**config.mk**
```make
export PLATFORM = sky130hd
export DESIGN_NAME = seg_scan
export DESIGN_NICKNAME = d
export VERILOG_FILES = /design/src/rtl/seg_scan.sv
export SDC_FILE = /design/constraint.sdc
export NUM_CORES = 1
export LEC_CHECK = 0
export ABC_CLOCK_PERIOD_IN_PS = 2300
export CORE_UTILIZATION = 35
export CTS_CLUSTER_SIZE = 20
export DETAILED_ROUTE_END_ITERATION = 8
export REMOVE_ABC_BUFFERS = 1
export SLEW_MARGIN = 15
export SYNTH_ARGS = -nofsm -noshare
export SYNTH_HDL_FRONTEND = slang
export SYNTH_SLANG_ARGS = --single-unit
export TNS_END_PERCENT = 30
```
**constraint.sdc**
```tcl
create_clock -name clk -period 2.3 [get_ports clk]
set_input_delay 0.345 -clock clk [delete_from_list [all_inputs] [get_ports clk]]
set_output_delay 0.345 -clock clk [all_outputs]
set_load 0.05 [all_outputs]
```
**src/rtl/seg_scan.sv**
```systemverilog
// Four-digit multiplexed seven-segment scanner. The display word is shadowed at
// frame boundaries, so a mid-scan change never tears the frame shown.
module seg_scan #(
  parameter int SCAN_DIV   = 100000,
  parameter bit ACTIVE_LOW = 1'b1
) (
  input  logic        clk,
  input  logic        rst,
  input  logic [15:0] display,
  input  logic [3:0]  blank,
  input  logic [3:0]  dp,
  output logic [6:0]  seg,
  output logic        dp_out,
  output logic [3:0]  an,
  output logic        frame_done
);

  localparam int             PW       = (SCAN_DIV > 1) ? $clog2(SCAN_DIV) : 1;
  localparam logic [PW-1:0]  PRE_LAST = PW'(SCAN_DIV - 1);
  localparam logic [6:0]     SEG_INV  = ACTIVE_LOW ? 7'h7F : 7'h00;
  localparam logic [3:0]     AN_INV   = ACTIVE_LOW ? 4'hF : 4'h0;
  localparam logic           DP_INV   = ACTIVE_LOW;

  logic [PW-1:0] prescaler_reg;
  logic [1:0]    idx_reg;
  logic [15:0]   shadow_code_reg;
  logic [3:0]    shadow_blank_reg;
  logic [3:0]    shadow_dp_reg;
  logic [6:0]    seg_reg;
  logic          dp_out_reg;
  logic [3:0]    an_reg;
  logic          frame_done_reg;

  logic          tick;
  logic          frame_load;
  logic [6:0]    seg_next;
  logic          dp_next;
  logic [3:0]    an_next;

  // Per-digit views of the shadow state, indexed by scan position (0 = leftmost).
  logic [3:0] digit_code  [4];
  logic       digit_blank [4];
  logic       digit_dp    [4];
  logic [3:0] digit_an    [4];

  function automatic logic [6:0] decode(input logic [3:0] code);
    logic [6:0] s;
    s = 7'h00;
    case (code)
      4'h0: s = 7'h3F;
      4'h1: s = 7'h06;
      4'h2: s = 7'h5B;
      4'h3: s = 7'h4F;
      4'h4: s = 7'h66;
      4'h5: s = 7'h6D;
      4'h6: s = 7'h7D;
      4'h7: s = 7'h07;
      4'h8: s = 7'h7F;
      4'h9: s = 7'h6F;
      4'hA: s = 7'h77;
      4'hB: s = 7'h7C;
      4'hC: s = 7'h39;
      4'hD: s = 7'h5E;
      4'hE: s = 7'h79;
      4'hF: s = 7'h71;
      default: s = 7'h00;
    endcase
    return s;
  endfunction

  generate
    for (genvar gi = 0; gi < 4; gi++) begin : g_digit
      assign digit_code[gi]  = shadow_code_reg[15-4*gi -: 4];
      assign digit_blank[gi] = shadow_blank_reg[3-gi];
      assign digit_dp[gi]    = shadow_dp_reg[3-gi];
      assign digit_an[gi]    = 4'b1000 >> gi;
    end
  endgenerate

  assign tick       = (prescaler_reg == PRE_LAST);
  assign frame_load = tick && (idx_reg == 2'd3);

  // Internal active-high drive for the digit currently addressed by idx.
  always_comb begin
    an_next  = 4'h0;
    seg_next = 7'h00;
    dp_next  = 1'b0;
    if (!digit_blank[idx_reg]) begin
      an_next  = digit_an[idx_reg];
      seg_next = decode(digit_code[idx_reg]);
      dp_next  = digit_dp[idx_reg];
    end
  end

  always_ff @(posedge clk or negedge rst) begin
    if (!rst) begin
      prescaler_reg    <= '0;
      idx_reg          <= 2'd0;
      shadow_code_reg  <= 16'h0000;
      shadow_blank_reg <= 4'b1111;
      shadow_dp_reg    <= 4'b0000;
      seg_reg          <= SEG_INV;
      dp_out_reg       <= DP_INV;
      an_reg           <= AN_INV;
      frame_done_reg   <= 1'b0;
    end else begin
      prescaler_reg <= tick ? '0 : prescaler_reg + 1'b1;
      if (tick) begin
        idx_reg <= idx_reg + 2'd1;
      end
      if (frame_load) begin
        shadow_code_reg  <= display;
        shadow_blank_reg <= blank;
        shadow_dp_reg    <= dp;
      end
      seg_reg        <= seg_next ^ SEG_INV;
      dp_out_reg     <= dp_next ^ DP_INV;
      an_reg         <= an_next ^ AN_INV;
      frame_done_reg <= frame_load;
    end
  end

  assign seg        = seg_reg;
  assign dp_out     = dp_out_reg;
  assign an         = an_reg;
  assign frame_done = frame_done_reg;

endmodule

```
==> impl_results.html, run 1 <==
<table>
<tr><th>Metric</th><th>Value</th></tr>
<tr><th colspan="2">Run status</th></tr>
<tr><td>Result of the run</td><td>finished clean</td></tr>
<tr><th colspan="2">Clocking</th></tr>
<tr><td>Clk Latency, worst-skew pair</td><td>0.31 ns</td></tr>
<tr><td>Postcts setup bufs</td><td>0</td></tr>
<tr><td>Worst-path clk slew</td><td>0.11 ns</td></tr>
<tr><td>CTS tree</td><td>done</td></tr>
<tr><td>H-tree depth</td><td>2</td></tr>
<tr><td>Number of buffers created by CTS</td><td>5</td></tr>
<tr><td>Hold buffers post-CTS</td><td>0</td></tr>
<tr><td>Library cell used as clock root buffer</td><td>sky130_fd_sc_hd__clkbuf_8</td></tr>
<tr><td>Resized Gates After CTS</td><td>0</td></tr>
<tr><td>Maximum clock insertion buffer count</td><td>2</td></tr>
<tr><td>CTS Sinks</td><td>56</td></tr>
<tr><th colspan="2">Place</th></tr>
<tr><td>Number of input and output port buffers inserted</td><td>38</td></tr>
<tr><td>Routability Congestion</td><td>0.798</td></tr>
<tr><td>Dpl cells</td><td>341</td></tr>
<tr><td>Post-Place Worst Slack</td><td>0.239 ns</td></tr>
<tr><td>Detailed-placement wirelength estimate</td><td>3350 um</td></tr>
<tr><td>Post-placement cell area</td><td>3260 um2</td></tr>
<tr><th colspan="2">Worst setup path</th></tr>
<tr><td>Reg-to-reg endpoint</td><td>digit_code[8]</td></tr>
<tr><td>Slowest cell on the critical path</td><td>sky130_fd_sc_hd__or4b_4</td></tr>
<tr><td>CP Launch Type</td><td>flop</td></tr>
<tr><td>R2r worst-path depth</td><td>5</td></tr>
<tr><td>Crit end category</td><td>flop</td></tr>
<tr><td>CP cell instances</td><td>or4b_4 -&gt; nor4_4 -&gt; nand3_4 -&gt; buf_12 -&gt; mux2_4</td></tr>
<tr><td>Critical path data required time</td><td>2.50 ns</td></tr>
<tr><td>Delay of the slowest critical-path stage</td><td>0.56 ns</td></tr>
<tr><td>Critical path type</td><td>flop to flop</td></tr>
<tr><td>Arrival time at the worst endpoint</td><td>2.26 ns</td></tr>
<tr><td>Worst r2r src</td><td>prescaler_reg[12]</td></tr>
<tr><td>Worst setup slack for register-to-register paths</td><td>0.24 ns</td></tr>
<tr><td>Critical-path maximum fanout</td><td>24</td></tr>
<tr><th colspan="2">Cells and area</th></tr>
<tr><td>Fill cell total of the finished layout</td><td>686</td></tr>
<tr><td>Total area of multi-input combinational cells</td><td>1250 um2</td></tr>
<tr><td>Nets</td><td>286</td></tr>
<tr><td>Fraction of final layout cells sized beyond drive strength 1</td><td>0.288</td></tr>
<tr><td>Layout Cells excl Fill</td><td>349</td></tr>
<tr><td>Final standard cell area without fillers</td><td>3350 um2</td></tr>
<tr><td>End-of-flow core utilization</td><td>0.450</td></tr>
<tr><td># diodes</td><td>0</td></tr>
<tr><td>Area grow syn2layout</td><td>21.8%</td></tr>
<tr><td>Footprint of the flip-flops and latches</td><td>1420 um2</td></tr>
<tr><td>Max FFs per register</td><td>17</td></tr>
<tr><th colspan="2">Timing</th></tr>
<tr><td>Transition time of the tightest slew-check pin</td><td>0.594 ns</td></tr>
<tr><td>Fin Setup TNS</td><td>0 ns</td></tr>
<tr><td>Highest achievable clock rate</td><td>486 MHz</td></tr>
<tr><td>Count of final max-slew check failures</td><td>0</td></tr>
<tr><td>Clock skew</td><td>0.00722 ns</td></tr>
<tr><td>Share of the clock period used by the worst path after layout</td><td>0.895</td></tr>
<tr><td>Minimum clock period after layout</td><td>2.06 ns</td></tr>
<tr><td>Worst Slack Setup Final</td><td>0.240 ns</td></tr>
<tr><td>Count of endpoints failing setup in the final report</td><td>0</td></tr>
<tr><td>Final count of hold timing violations</td><td>0</td></tr>
<tr><td>Worst hold slack</td><td>0.0357 ns</td></tr>
<tr><td>Setup repair after global routing missed its margin</td><td>no</td></tr>
<tr><td>Max transition margin</td><td>0.604</td></tr>
<tr><th colspan="2">Synthesis</th></tr>
<tr><td>EDFF count, synth</td><td>0</td></tr>
<tr><td>Top area cells in the synthesized netlist</td><td>sky130_fd_sc_hd__dfrtp_1 36%, sky130_fd_sc_hd__dfstp_2 15%, sky130_fd_sc_hd__mux2_4 11%</td></tr>
<tr><td>Synthesized area per cell</td><td>13.2 um2</td></tr>
<tr><td>Number of distinct library cells after synthesis</td><td>42</td></tr>
<tr><td>Cell area after synthesis</td><td>2750 um2</td></tr>
<tr><td>Count of mapped cells out of synthesis</td><td>208</td></tr>
<tr><td>Part of the Yosys area used for sequential elements</td><td>0.516</td></tr>
<tr><td>Synth Register Bits</td><td>56</td></tr>
<tr><td>Cell type contributing the most total cell area after synthesis</td><td>sky130_fd_sc_hd__dfrtp_1</td></tr>
<tr><td>Async set-reset flop share out of synthesis</td><td>1.00</td></tr>
<tr><td>Most used standard cell by instance count after synthesis</td><td>sky130_fd_sc_hd__dfrtp_1</td></tr>
<tr><td>Number of warnings printed during yosys synthesis</td><td>0</td></tr>
<tr><td>Flip-flop cell with the highest count after synthesis</td><td>sky130_fd_sc_hd__dfrtp_1</td></tr>
<tr><td>Leading post-synthesis cells by instance count</td><td>40 x sky130_fd_sc_hd__dfrtp_1, 20 x sky130_fd_sc_hd__mux2_4, 16 x sky130_fd_sc_hd__dfstp_2, 14 x sky130_fd_sc_hd__nand2_1</td></tr>
<tr><td>Yosys top cell area share</td><td>0.363</td></tr>
<tr><th colspan="2">Power</th></tr>
<tr><td>Power per standard cell area</td><td>542 nW/um2</td></tr>
<tr><td>Static leakage power</td><td>1.47 nW</td></tr>
<tr><td>Post-route total power</td><td>1.82 mW</td></tr>
<tr><td>Maximum vdd drop</td><td>0.218 mV</td></tr>
<tr><th colspan="2">Route</th></tr>
<tr><td>Routed wire length</td><td>4640 um</td></tr>
<tr><td>Post-DR vias/cell</td><td>4.69</td></tr>
<tr><td>Violation count after the first detailed-route iteration</td><td>71</td></tr>
<tr><td>Residual DRC</td><td>0</td></tr>
<tr><td>Router iterations before antenna repair</td><td>4</td></tr>
<tr><td>Number of antenna-violating nets in the routed design</td><td>0</td></tr>
<tr><td>Vias post-DR</td><td>1638</td></tr>
<tr><td>Detail-routed net length per standard cell</td><td>13.3 um</td></tr>
<tr><th colspan="2">Floorplan</th></tr>
<tr><td>Top-Level Pins</td><td>39</td></tr>
<tr><td>Height of the die</td><td>90.7 um</td></tr>
<tr><td># rows</td><td>31</td></tr>
<tr><td>Die area</td><td>8230 um2</td></tr>
<tr><td>Die width</td><td>90.7 um</td></tr>
<tr><td>Starting utilization of the core area</td><td>0.370</td></tr>
<tr><td>Core ar.</td><td>7450 um2</td></tr>
<tr><th colspan="2">Global routing</th></tr>
<tr><td>Number of antenna violations at the first check in global routing</td><td>0</td></tr>
<tr><td>Total track usage</td><td>0.124</td></tr>
<tr><td>Global-route wire length before repair</td><td>8090 um</td></tr>
<tr><td>Pin count of the biggest net entering global routing</td><td>32</td></tr>
<tr><td>Vias in the first global route</td><td>1634</td></tr>
<tr><td>Final global-route overflow total</td><td>0</td></tr>
<tr><th colspan="2">Run</th></tr>
<tr><td>Count of maximum capacitance violations</td><td>0</td></tr>
<tr><th colspan="2">Min path</th></tr>
<tr><td>Hold WC Path Type</td><td>input pin to async pin</td></tr>
</table>
==> cell type report <==
class	count	share of cell area
multi-input combinational	136	0.372
inverter	7	0.00784
sequential	56	0.424
tap	99	0.0369
clock buffer	5	0.0205
clock inverter	3	0.00821
timing repair buffer	43	0.131
==> cells by family after synthesis <==
group           Yosys count  synth area share
buf+inv                  16            0.0309
compound gates           11            0.0259
simple gates             62             0.132
flops                    56             0.516
fa+ha+maj                11            0.0500
mux                      37             0.197
xor+xnor                 15            0.0477
==> where the power goes <==
| group | switching, mW | leakage (nW) | internal [mW] | total, mW |
|---|---|---|---|---|
| clock | 0.334 | 0.0463 | 0.224 | 0.558 |
| combinational | 0.106 | 0.752 | 0.110 | 0.216 |
| sequential | 0.0141 | 0.667 | 1.03 | 1.04 |
| total | 0.455 | 1.47 | 1.36 | 1.82 |
==> layout by cell type, fill, tap and decap left out, types with 2 or more instances in the layout <==
cell type and count:
sky130_fd_sc_hd__dfrtp_1 40, sky130_fd_sc_hd__clkdlybuf4s50_1 37, sky130_fd_sc_hd__mux2_4 20, sky130_fd_sc_hd__dfstp_2 16
sky130_fd_sc_hd__nand2_1 14, sky130_fd_sc_hd__nand3_1 11, sky130_fd_sc_hd__ha_1 11, sky130_fd_sc_hd__nor2_1 10
sky130_fd_sc_hd__xor2_1 9, sky130_fd_sc_hd__mux2_2 8, sky130_fd_sc_hd__inv_1 7, sky130_fd_sc_hd__xnor2_1 6
sky130_fd_sc_hd__mux4_2 5, sky130_fd_sc_hd__clkbuf_8 5, sky130_fd_sc_hd__mux2i_1 4, sky130_fd_sc_hd__nand4_1 4
sky130_fd_sc_hd__nor3_1 4, sky130_fd_sc_hd__and4_1 3, sky130_fd_sc_hd__buf_4 3, sky130_fd_sc_hd__o21ai_0 2
sky130_fd_sc_hd__nand2b_1 2, sky130_fd_sc_hd__o211ai_1 2, sky130_fd_sc_hd__a21oi_1 2, sky130_fd_sc_hd__buf_12 2
==> per-layer routing <==
metal / part of all wire / GRT usage
met5: 0 / 0
met3: 0.027 / 0.0227
met1: 0.51 / 0.175
met4: 0.010 / 0.0484
met2: 0.46 / 0.189
==> worst max path at each step <==
stage,from,end,slack [ns],depth (start not counted)
after CTS,prescaler_reg[12],digit_code[8],0.23,5
after floorplan,prescaler_reg[12],digit_code[0],0.15,4
after detailed placement,prescaler_reg[12],digit_code[8],0.24,5
after global placement,prescaler_reg[13],digit_dp[2],0.26,5
final,prescaler_reg[12],digit_code[8],0.24,5
after global routing,idx_reg[0],seg[5],0.13,5
==> critical path: cells and delay by family (launching register included) <==
kind	cells	cell delay, ns
AND/OR/NAND/NOR	3	1.02
buffers and inverters	1	0.18
flip-flops	1	0.43
multiplexers	1	0.31
Power figures use the tool's default switching activity.
==> run 2: changes to the inputs <==
--- a/config.mk
+++ b/config.mk
@@ -7,3 +7,4 @@
 export LEC_CHECK = 0
-export ABC_CLOCK_PERIOD_IN_PS = 2300
+export ABC_CLOCK_PERIOD_IN_PS = 2100
+export CORE_ASPECT_RATIO = 1.5
 export CORE_UTILIZATION = 35
==> constraint.sdc (replaced) <==
create_clock -name clk -period 2.1 [get_ports clk]
set_input_delay 0.315 -clock clk [delete_from_list [all_inputs] [get_ports clk]]
set_output_delay 0.315 -clock clk [all_outputs]
set_load 0.005 [all_outputs]
==> run 2 against run 1 <==
Effect of this change: core utilization up 0.81 points; sequential share of layout area decreased by 1.7 points; combinational power fell by 9.7%; die area barely moved; maximum frequency grew 2.4%; setup slack got worse by 0.15 ns; largest power group unchanged; global-route usage rose by 1.4 points; count of clock-buffer cells in the layout up 1; critical path type unchanged; clock power increased by 68%; first-iteration DRC count increased by 13%.
==> impl_results.html, run 2 (synthesized netlist as in run 1, its figures left out) <==
<table>
<tr><th>Metric</th><th>Value</th></tr>
<tr><th colspan="2">Clocking</th></tr>
<tr><td>H-tree depth</td><td>2 (unchanged)</td></tr>
<tr><td>Maximum clock insertion buffer count</td><td>2 (unchanged)</td></tr>
<tr><td>CTS tree</td><td>done</td></tr>
<tr><td>Resized Gates After CTS</td><td>0 (unchanged)</td></tr>
<tr><td>Library cell used as clock root buffer</td><td>sky130_fd_sc_hd__clkbuf_16</td></tr>
<tr><td>Postcts setup bufs</td><td>0 (unchanged)</td></tr>
<tr><td>Clk Latency, worst-skew pair</td><td>0.29 ns (-0.02 ns)</td></tr>
<tr><td>CTS Sinks</td><td>56 (unchanged)</td></tr>
<tr><td>Worst-path clk slew</td><td>0.07 ns (-0.04 ns)</td></tr>
<tr><td>Number of buffers created by CTS</td><td>5 (unchanged)</td></tr>
<tr><td>Hold buffers post-CTS</td><td>1 (+1)</td></tr>
<tr><th colspan="2">Timing</th></tr>
<tr><td>Final count of hold timing violations</td><td>0 (unchanged)</td></tr>
<tr><td>Fin Setup TNS</td><td>0 ns (unchanged)</td></tr>
<tr><td>Transition time of the tightest slew-check pin</td><td>0.340 ns (-0.253 ns)</td></tr>
<tr><td>Highest achievable clock rate</td><td>497 MHz (+2.4%)</td></tr>
<tr><td>Count of final max-slew check failures</td><td>0 (unchanged)</td></tr>
<tr><td>Clock skew</td><td>0.00644 ns (-0.000785 ns)</td></tr>
<tr><td>Setup repair after global routing missed its margin</td><td>no</td></tr>
<tr><td>Max transition margin</td><td>0.771 (+0.167)</td></tr>
<tr><td>Share of the clock period used by the worst path after layout</td><td>0.958 (+0.0623)</td></tr>
<tr><td>Count of endpoints failing setup in the final report</td><td>0 (unchanged)</td></tr>
<tr><td>Minimum clock period after layout</td><td>2.01 ns (-0.0483 ns)</td></tr>
<tr><th colspan="2">Floorplan</th></tr>
<tr><td>Die width</td><td>74.4 um (-18%)</td></tr>
<tr><td># rows</td><td>39 (+26%)</td></tr>
<tr><td>Height of the die</td><td>111 um (+22%)</td></tr>
<tr><td>Core ar.</td><td>7610 um2 (+2.2%)</td></tr>
<tr><td>Starting utilization of the core area</td><td>0.362 (-0.00802)</td></tr>
<tr><td>Die area</td><td>8230 um2 (about the same)</td></tr>
<tr><td>Top-Level Pins</td><td>39 (unchanged)</td></tr>
<tr><th colspan="2">Route</th></tr>
<tr><td>Detail-routed net length per standard cell</td><td>14.1 um (+6.3%)</td></tr>
<tr><td>Routed wire length</td><td>5120 um (+10%)</td></tr>
<tr><td>Residual DRC</td><td>0 (unchanged)</td></tr>
<tr><td>Vias post-DR</td><td>1738 (+6.1%)</td></tr>
<tr><td>Number of antenna-violating nets in the routed design</td><td>0 (unchanged)</td></tr>
<tr><td>Router iterations before antenna repair</td><td>4 (unchanged)</td></tr>
<tr><td>Post-DR vias/cell</td><td>4.80 (+2.3%)</td></tr>
<tr><td>Violation count after the first detailed-route iteration</td><td>80 (+13%)</td></tr>
<tr><th colspan="2">Worst setup path</th></tr>
<tr><td>Worst setup slack for register-to-register paths</td><td>0.09 ns (-0.15 ns)</td></tr>
<tr><td>CP cell instances</td><td>or4b_4 -&gt; nor4_4 -&gt; nand3_4 -&gt; buf_12 -&gt; mux2_4</td></tr>
<tr><td>Slowest cell on the critical path</td><td>sky130_fd_sc_hd__or4b_4</td></tr>
<tr><td>CP Launch Type</td><td>flop</td></tr>
<tr><td>Critical path data required time</td><td>2.28 ns (-0.22 ns)</td></tr>
<tr><td>Arrival time at the worst endpoint</td><td>2.19 ns (-0.07 ns)</td></tr>
<tr><td>Delay of the slowest critical-path stage</td><td>0.55 ns (about the same)</td></tr>
<tr><td>Critical-path maximum fanout</td><td>24 (unchanged)</td></tr>
<tr><td>Crit end category</td><td>flop</td></tr>
<tr><td>Critical path type</td><td>flop to flop</td></tr>
<tr><th colspan="2">Power</th></tr>
<tr><td>Post-route total power</td><td>2.27 mW (+25%)</td></tr>
<tr><td>Static leakage power</td><td>1.55 nW (+5.5%)</td></tr>
<tr><td>Power per standard cell area</td><td>652 nW/um2 (+20%)</td></tr>
<tr><td>Maximum vdd drop</td><td>0.339 mV (+56%)</td></tr>
<tr><th colspan="2">Cells and area</th></tr>
<tr><td>Most frequent standard cell in the layout excluding fill and tap cells</td><td>sky130_fd_sc_hd__dfrtp_1</td></tr>
<tr><td>Footprint of the flip-flops and latches</td><td>1420 um2 (unchanged)</td></tr>
<tr><td>Area grow syn2layout</td><td>26.7%</td></tr>
<tr><td>Commonest cells after routing, fill and taps aside</td><td>40 x sky130_fd_sc_hd__dfrtp_1, 37 x sky130_fd_sc_hd__clkdlybuf4s50_1, 20 x sky130_fd_sc_hd__mux2_4</td></tr>
<tr><td>Total area of multi-input combinational cells</td><td>1250 um2 (unchanged)</td></tr>
<tr><td># diodes</td><td>0 (unchanged)</td></tr>
<tr><td>Nets</td><td>296 (+3.5%)</td></tr>
<tr><td>Max FFs per register</td><td>17 (unchanged)</td></tr>
<tr><td>Layout Cells excl Fill</td><td>362 (+3.7%)</td></tr>
<tr><td>End-of-flow core utilization</td><td>0.458 (+0.00815)</td></tr>
<tr><td>Fraction of final layout cells sized beyond drive strength 1</td><td>0.308 (+0.0197)</td></tr>
<tr><td>Fill cell total of the finished layout</td><td>732 (+6.7%)</td></tr>
<tr><th colspan="2">Global routing</th></tr>
<tr><td>Total track usage</td><td>0.138 (+0.0139)</td></tr>
<tr><td>Final global-route overflow total</td><td>0 (unchanged)</td></tr>
<tr><td>Most Crowded Layer GR</td><td>met2</td></tr>
<tr><td>Met2 Track Usage GR</td><td>0.243 (+0.0539)</td></tr>
<tr><td>Pin count of the biggest net entering global routing</td><td>27 (-16%)</td></tr>
<tr><td>Number of antenna violations at the first check in global routing</td><td>0 (unchanged)</td></tr>
<tr><td>Global Route met3 Usage</td><td>0.0255 (+0.00282)</td></tr>
<tr><td>Global-route wire length before repair</td><td>8730 um (+7.9%)</td></tr>
<tr><td>Vias in the first global route</td><td>1875 (+15%)</td></tr>
<tr><td>Met1 track demand over resource</td><td>0.161 (-0.0144)</td></tr>
<tr><th colspan="2">Place</th></tr>
<tr><td>Detailed-placement wirelength estimate</td><td>3820 um (+14%)</td></tr>
<tr><td>Routability Congestion</td><td>0.812 (+1.8%)</td></tr>
<tr><td>Number of input and output port buffers inserted</td><td>38 (unchanged)</td></tr>
<tr><td>Dpl cells</td><td>353 (+3.5%)</td></tr>
<tr><th colspan="2">Min path</th></tr>
<tr><td>Hold WC Path Type</td><td>input pin to async pin</td></tr>
<tr><th colspan="2">Run</th></tr>
<tr><td>Count of maximum capacitance violations</td><td>0 (unchanged)</td></tr>
<tr><th colspan="2">Run status</th></tr>
<tr><td>Result of the run</td><td>finished clean</td></tr>
</table>
-- run 2: changes by cell type in the layout (fill, tap and decap cells not counted), sizes merged --
cell,previous run,this run
dlygate4sd3,0,1
clkbuf,5,6
inv,8,7
clkinvlp,1,0
bufinv,0,1
buf,6,15
-- run 2: stage by stage --
step                      hold slack, ns  setup slack, ns  instance area, um2
after floorplan                   0.0194          -0.0489                2700
after global placement             0.184            0.129                3320
after detailed placement           0.186            0.100                3320
after CTS                          0.415           0.0937                3490
after global routing               0.425           0.0202                3490
final                              0.405           0.0886                3490
-- run 2: final timing paths --
kind,cells after the start,to,start
min in group clk,1,prescaler_reg[0],prescaler_reg[0]
max in group asynchronous,3,digit_blank[2],rst
worst min-delay path,2,digit_code[6],rst
worst max register to register,5,digit_code[7],prescaler_reg[12]
worst max-delay path,5,digit_code[7],prescaler_reg[12]
worst min register to register,1,prescaler_reg[0],prescaler_reg[0]
-- run 2: critical path, delay by kind of cell, from the launching register on --
| kind | cells | cell delay, ns |
|---|---|---|
| buffers and inverters | 1 | 0.19 |
| flip-flops | 1 | 0.38 |
| multiplexers | 1 | 0.31 |
| AND/OR/NAND/NOR | 3 | 1.02 |
-- run 2: layout make-up --
| cell class | count | share of cell area |
|---|---|---|
| clock buffers | 6 | 0.0369 |
| clock inverters | 2 | 0.0100 |
| inverters | 7 | 0.00753 |
| multi-input cells | 136 | 0.357 |
| flip-flops and latches | 56 | 0.407 |
| well taps | 102 | 0.0366 |
| repair buffers | 53 | 0.144 |
-- run 2: where the power goes --
part | total [mW] | switching [mW] | internal (mW) | leakage [nW]
Sequential | 1.14 | 0.0166 | 1.13 | 0.667
Combinational | 0.195 | 0.0748 | 0.121 | 0.798
Clock | 0.935 | 0.373 | 0.562 | 0.0808
Total | 2.27 | 0.464 | 1.81 | 1.55
-- run 2: metal layers --
layer / routed length (um) / up-vias
met5: 0 / -
met4: 59 / 0
met3: 144 / 5
met2: 2860 / 24
met1: 2060 / 876
li1: - / 833
==> run 3: changes to the inputs <==
- CORE_MARGIN: default -> 5
- CTS_CLUSTER_DIAMETER: default -> 150
- TNS_END_PERCENT: 30 -> 1
==> run 3 against run 2 <==
Effect of this change: largest cell class unchanged; sequential share of layout area up 0.32 points; count of clock-buffer cells in the layout shrank 1; clock power shrank 11%; critical path type unchanged; global-route usage decreased by 2.8 points; setup slack lost 0.010 ns.
==> impl_results.html, run 3 (synthesized netlist as in run 1, its figures left out) <==
<table>
<tr><th>Metric</th><th>Value</th></tr>
<tr><th colspan="2">Place</th></tr>
<tr><td>Post-placement cell area</td><td>3310 um2 (about the same)</td></tr>
<tr><td>Routability Congestion</td><td>0.763 (-6.1%)</td></tr>
<tr><td>Detailed-placement wirelength estimate</td><td>3820 um (-0.11%)</td></tr>
<tr><td>Post-Place Worst Slack</td><td>0.0907 ns (-0.00933 ns)</td></tr>
<tr><td>Number of input and output port buffers inserted</td><td>38 (unchanged)</td></tr>
<tr><th colspan="2">Floorplan</th></tr>
<tr><td># rows</td><td>39 (unchanged)</td></tr>
<tr><td>Height of the die</td><td>119 um (+7.2%)</td></tr>
<tr><td>Die width</td><td>82.4 um (+11%)</td></tr>
<tr><td>Die area</td><td>9780 um2 (+19%)</td></tr>
<tr><td>Starting utilization of the core area</td><td>0.359 (-0.00230)</td></tr>
<tr><td>Top-Level Pins</td><td>39 (unchanged)</td></tr>
<tr><td>Core ar.</td><td>7660 um2 (+0.64%)</td></tr>
<tr><th colspan="2">Timing</th></tr>
<tr><td>Final count of hold timing violations</td><td>0 (unchanged)</td></tr>
<tr><td>Clock skew</td><td>0.00714 ns (+0.000701 ns)</td></tr>
<tr><td>Worst Slack Setup Final</td><td>0.0787 ns (-0.00997 ns)</td></tr>
<tr><td>Count of endpoints failing setup in the final report</td><td>0 (unchanged)</td></tr>
<tr><td>Minimum clock period after layout</td><td>2.02 ns (+0.00997 ns)</td></tr>
<tr><td>Fin Setup TNS</td><td>0 ns (unchanged)</td></tr>
<tr><td>Share of the clock period used by the worst path after layout</td><td>0.963 (+0.00475)</td></tr>
<tr><td>Highest achievable clock rate</td><td>495 MHz (-0.49%)</td></tr>
<tr><td>Count of final max-slew check failures</td><td>0 (unchanged)</td></tr>
<tr><td>Max transition margin</td><td>0.590 (-0.181)</td></tr>
<tr><td>Transition time of the tightest slew-check pin</td><td>0.614 ns (+0.274 ns)</td></tr>
<tr><td>Setup repair after global routing missed its margin</td><td>no</td></tr>
<tr><th colspan="2">Route</th></tr>
<tr><td>Post-DR vias/cell</td><td>4.79 (-0.21%)</td></tr>
<tr><td>Number of antenna-violating nets in the routed design</td><td>0 (unchanged)</td></tr>
<tr><td>Router iterations before antenna repair</td><td>4 (unchanged)</td></tr>
<tr><td>Vias post-DR</td><td>1720 (-1.0%)</td></tr>
<tr><td>Routed wire length</td><td>5140 um (+0.43%)</td></tr>
<tr><td>Residual DRC</td><td>0 (unchanged)</td></tr>
<tr><td>Violation count after the first detailed-route iteration</td><td>58 (-28%)</td></tr>
<tr><td>Detail-routed net length per standard cell</td><td>14.3 um (+1.3%)</td></tr>
<tr><th colspan="2">Global routing</th></tr>
<tr><td>Final global-route overflow total</td><td>0 (unchanged)</td></tr>
<tr><td>Vias in the first global route</td><td>1805 (-3.7%)</td></tr>
<tr><td>Total track usage</td><td>0.110 (-0.0278)</td></tr>
<tr><td>Global-route wire length before repair</td><td>8430 um (-3.4%)</td></tr>
<tr><td>Pin count of the biggest net entering global routing</td><td>30 (+11%)</td></tr>
<tr><td>Number of antenna violations at the first check in global routing</td><td>0 (unchanged)</td></tr>
<tr><th colspan="2">Power</th></tr>
<tr><td>Clock Power Share</td><td>0.383 (-0.028)</td></tr>
<tr><td>Maximum vdd drop</td><td>0.353 mV (+4.0%)</td></tr>
<tr><td>Gate power share</td><td>0.089 (+0.003)</td></tr>
<tr><td>Switching Share</td><td>0.219 (+0.0148)</td></tr>
<tr><td>Flop pwr share</td><td>0.527 (+0.024)</td></tr>
<tr><td>Cell internal power dissipation</td><td>1.69 mW (-6.5%)</td></tr>
<tr><td>Power per standard cell area</td><td>626 nW/um2 (-4.0%)</td></tr>
<tr><td>Post-route total power</td><td>2.17 mW (-4.8%)</td></tr>
<tr><td>Net switching power</td><td>0.474 mW (+2.1%)</td></tr>
<tr><td>Static leakage power</td><td>1.52 nW (-1.5%)</td></tr>
<tr><th colspan="2">Clocking</th></tr>
<tr><td>Worst-path clk slew</td><td>0.07 ns (about the same)</td></tr>
<tr><td>Maximum clock insertion buffer count</td><td>2 (unchanged)</td></tr>
<tr><td>Clk Latency, worst-skew pair</td><td>0.29 ns (about the same)</td></tr>
<tr><td>Number of buffers created by CTS</td><td>5 (unchanged)</td></tr>
<tr><td>Postcts setup bufs</td><td>0 (unchanged)</td></tr>
<tr><td>CTS Sinks</td><td>56 (unchanged)</td></tr>
<tr><td>Library cell used as clock root buffer</td><td>sky130_fd_sc_hd__clkbuf_16</td></tr>
<tr><td>H-tree depth</td><td>2 (unchanged)</td></tr>
<tr><td>Hold buffers post-CTS</td><td>0 (-1)</td></tr>
<tr><td>CTS tree</td><td>done</td></tr>
<tr><td>Resized Gates After CTS</td><td>0 (unchanged)</td></tr>
<tr><th colspan="2">Worst setup path</th></tr>
<tr><td>Delay of the slowest critical-path stage</td><td>0.55 ns (about the same)</td></tr>
<tr><td>Crit-path leading delay family</td><td>simple AND/OR/NAND/NOR gates</td></tr>
<tr><td>CP Launch Type</td><td>flop</td></tr>
<tr><td>Arrival time at the worst endpoint</td><td>2.19 ns (about the same)</td></tr>
<tr><td>Critical path type</td><td>flop to flop</td></tr>
<tr><td>Slowest cell on the critical path</td><td>sky130_fd_sc_hd__or4b_4</td></tr>
<tr><td>Critical path data required time</td><td>2.27 ns (about the same)</td></tr>
<tr><td>Crit end category</td><td>flop</td></tr>
<tr><td>Critical-path maximum fanout</td><td>24 (unchanged)</td></tr>
<tr><td>CP cell instances</td><td>or4b_4 -&gt; nor4_4 -&gt; nand3_4 -&gt; buf_12 -&gt; mux2_4</td></tr>
<tr><td>Critical path buffers and inverters</td><td>1 (unchanged)</td></tr>
<tr><th colspan="2">Cells and area</th></tr>
<tr><td>Final standard cell area without fillers</td><td>3460 um2 (-0.79%)</td></tr>
<tr><td># diodes</td><td>0 (unchanged)</td></tr>
<tr><td>Area grow syn2layout</td><td>25.7%</td></tr>
<tr><td>Commonest cells after routing, fill and taps aside</td><td>40 x sky130_fd_sc_hd__dfrtp_1, 37 x sky130_fd_sc_hd__clkdlybuf4s50_1, 20 x sky130_fd_sc_hd__mux2_4</td></tr>
<tr><td>Footprint of the flip-flops and latches</td><td>1420 um2 (unchanged)</td></tr>
<tr><td>Max FFs per register</td><td>17 (unchanged)</td></tr>
<tr><td>Most frequent standard cell in the layout excluding fill and tap cells</td><td>sky130_fd_sc_hd__dfrtp_1</td></tr>
<tr><td>Nets</td><td>293 (-1.0%)</td></tr>
<tr><td>Fill cell total of the finished layout</td><td>732 (unchanged)</td></tr>
<tr><td>Fraction of final layout cells sized beyond drive strength 1</td><td>0.307 (about the same)</td></tr>
<tr><td>Total area of multi-input combinational cells</td><td>1250 um2 (unchanged)</td></tr>
<tr><th colspan="2">Run status</th></tr>
<tr><td>Result of the run</td><td>finished clean</td></tr>
<tr><th colspan="2">Run</th></tr>
<tr><td>Count of maximum capacitance violations</td><td>0 (unchanged)</td></tr>
<tr><th colspan="2">Min path</th></tr>
<tr><td>Hold WC Path Type</td><td>input pin to async pin</td></tr>
</table>
## run 3: changes by cell type in the layout (fill, tap and decap cells not counted), sizes merged
cell,change
buf,-2
clkbuf,-1
bufinv,-1
clkinvlp,+2
dlygate4sd3,-1
## run 3: area by class of cell
type	count	area share
sequential	56	0.411
multi-input combinational	136	0.360
timing repair buffer	50	0.142
tap	102	0.0369
clock buffer	5	0.0361
inverter	7	0.00759
clock inverter	3	0.00687
## run 3: power groups by stage
stage               logic (mW)  clock network (mW)  registers [mW]
global placement         0.195                   0            1.16
finish                   0.194               0.830            1.14
global route             0.214               0.910            1.15
CTS                      0.198               0.859            1.14
detailed placement       0.198                   0            1.16
floorplan               0.0811                   0            1.16
## run 3: path summary, 6_finish.rpt
| check | slack [ns] | start | cells past startpoint | endpoint |
|---|---|---|---|---|
| min | 0.04 | rst | 1 | digit_code[15] |
| max | 0.08 | prescaler_reg[12] | 5 | digit_code[14] |
| max reg2reg | 0.08 | prescaler_reg[12] | 5 | digit_code[14] |
| max in group asynchronous | 1.42 | rst | 2 | digit_blank[1] |
| min in group clk | 0.48 | prescaler_reg[0] | 1 | prescaler_reg[0] |
| min reg2reg | 0.48 | prescaler_reg[0] | 1 | prescaler_reg[0] |
## run 3: through the flow
| step | util | hold slack [ns] | cells |
|---|---|---|---|
| finish | 0.452 | 0.0351 | 359 |
| global route | 0.452 | 0.0908 | 359 |
| CTS | 0.452 | 0.0554 | 359 |
| detailed placement | 0.432 | 0.365 | 351 |
| global placement | 0.432 | 0.358 | 351 |
| floorplan | - | 0.0194 | 199 |
## run 3: routing by layer
metal,global-route usage,share of wire,vias up
li1,-,-,827
met1,0.128,0.40,866
met2,0.200,0.56,25
met3,0.0236,0.033,2
met4,0.0249,0.0045,0
met5,0,0,-
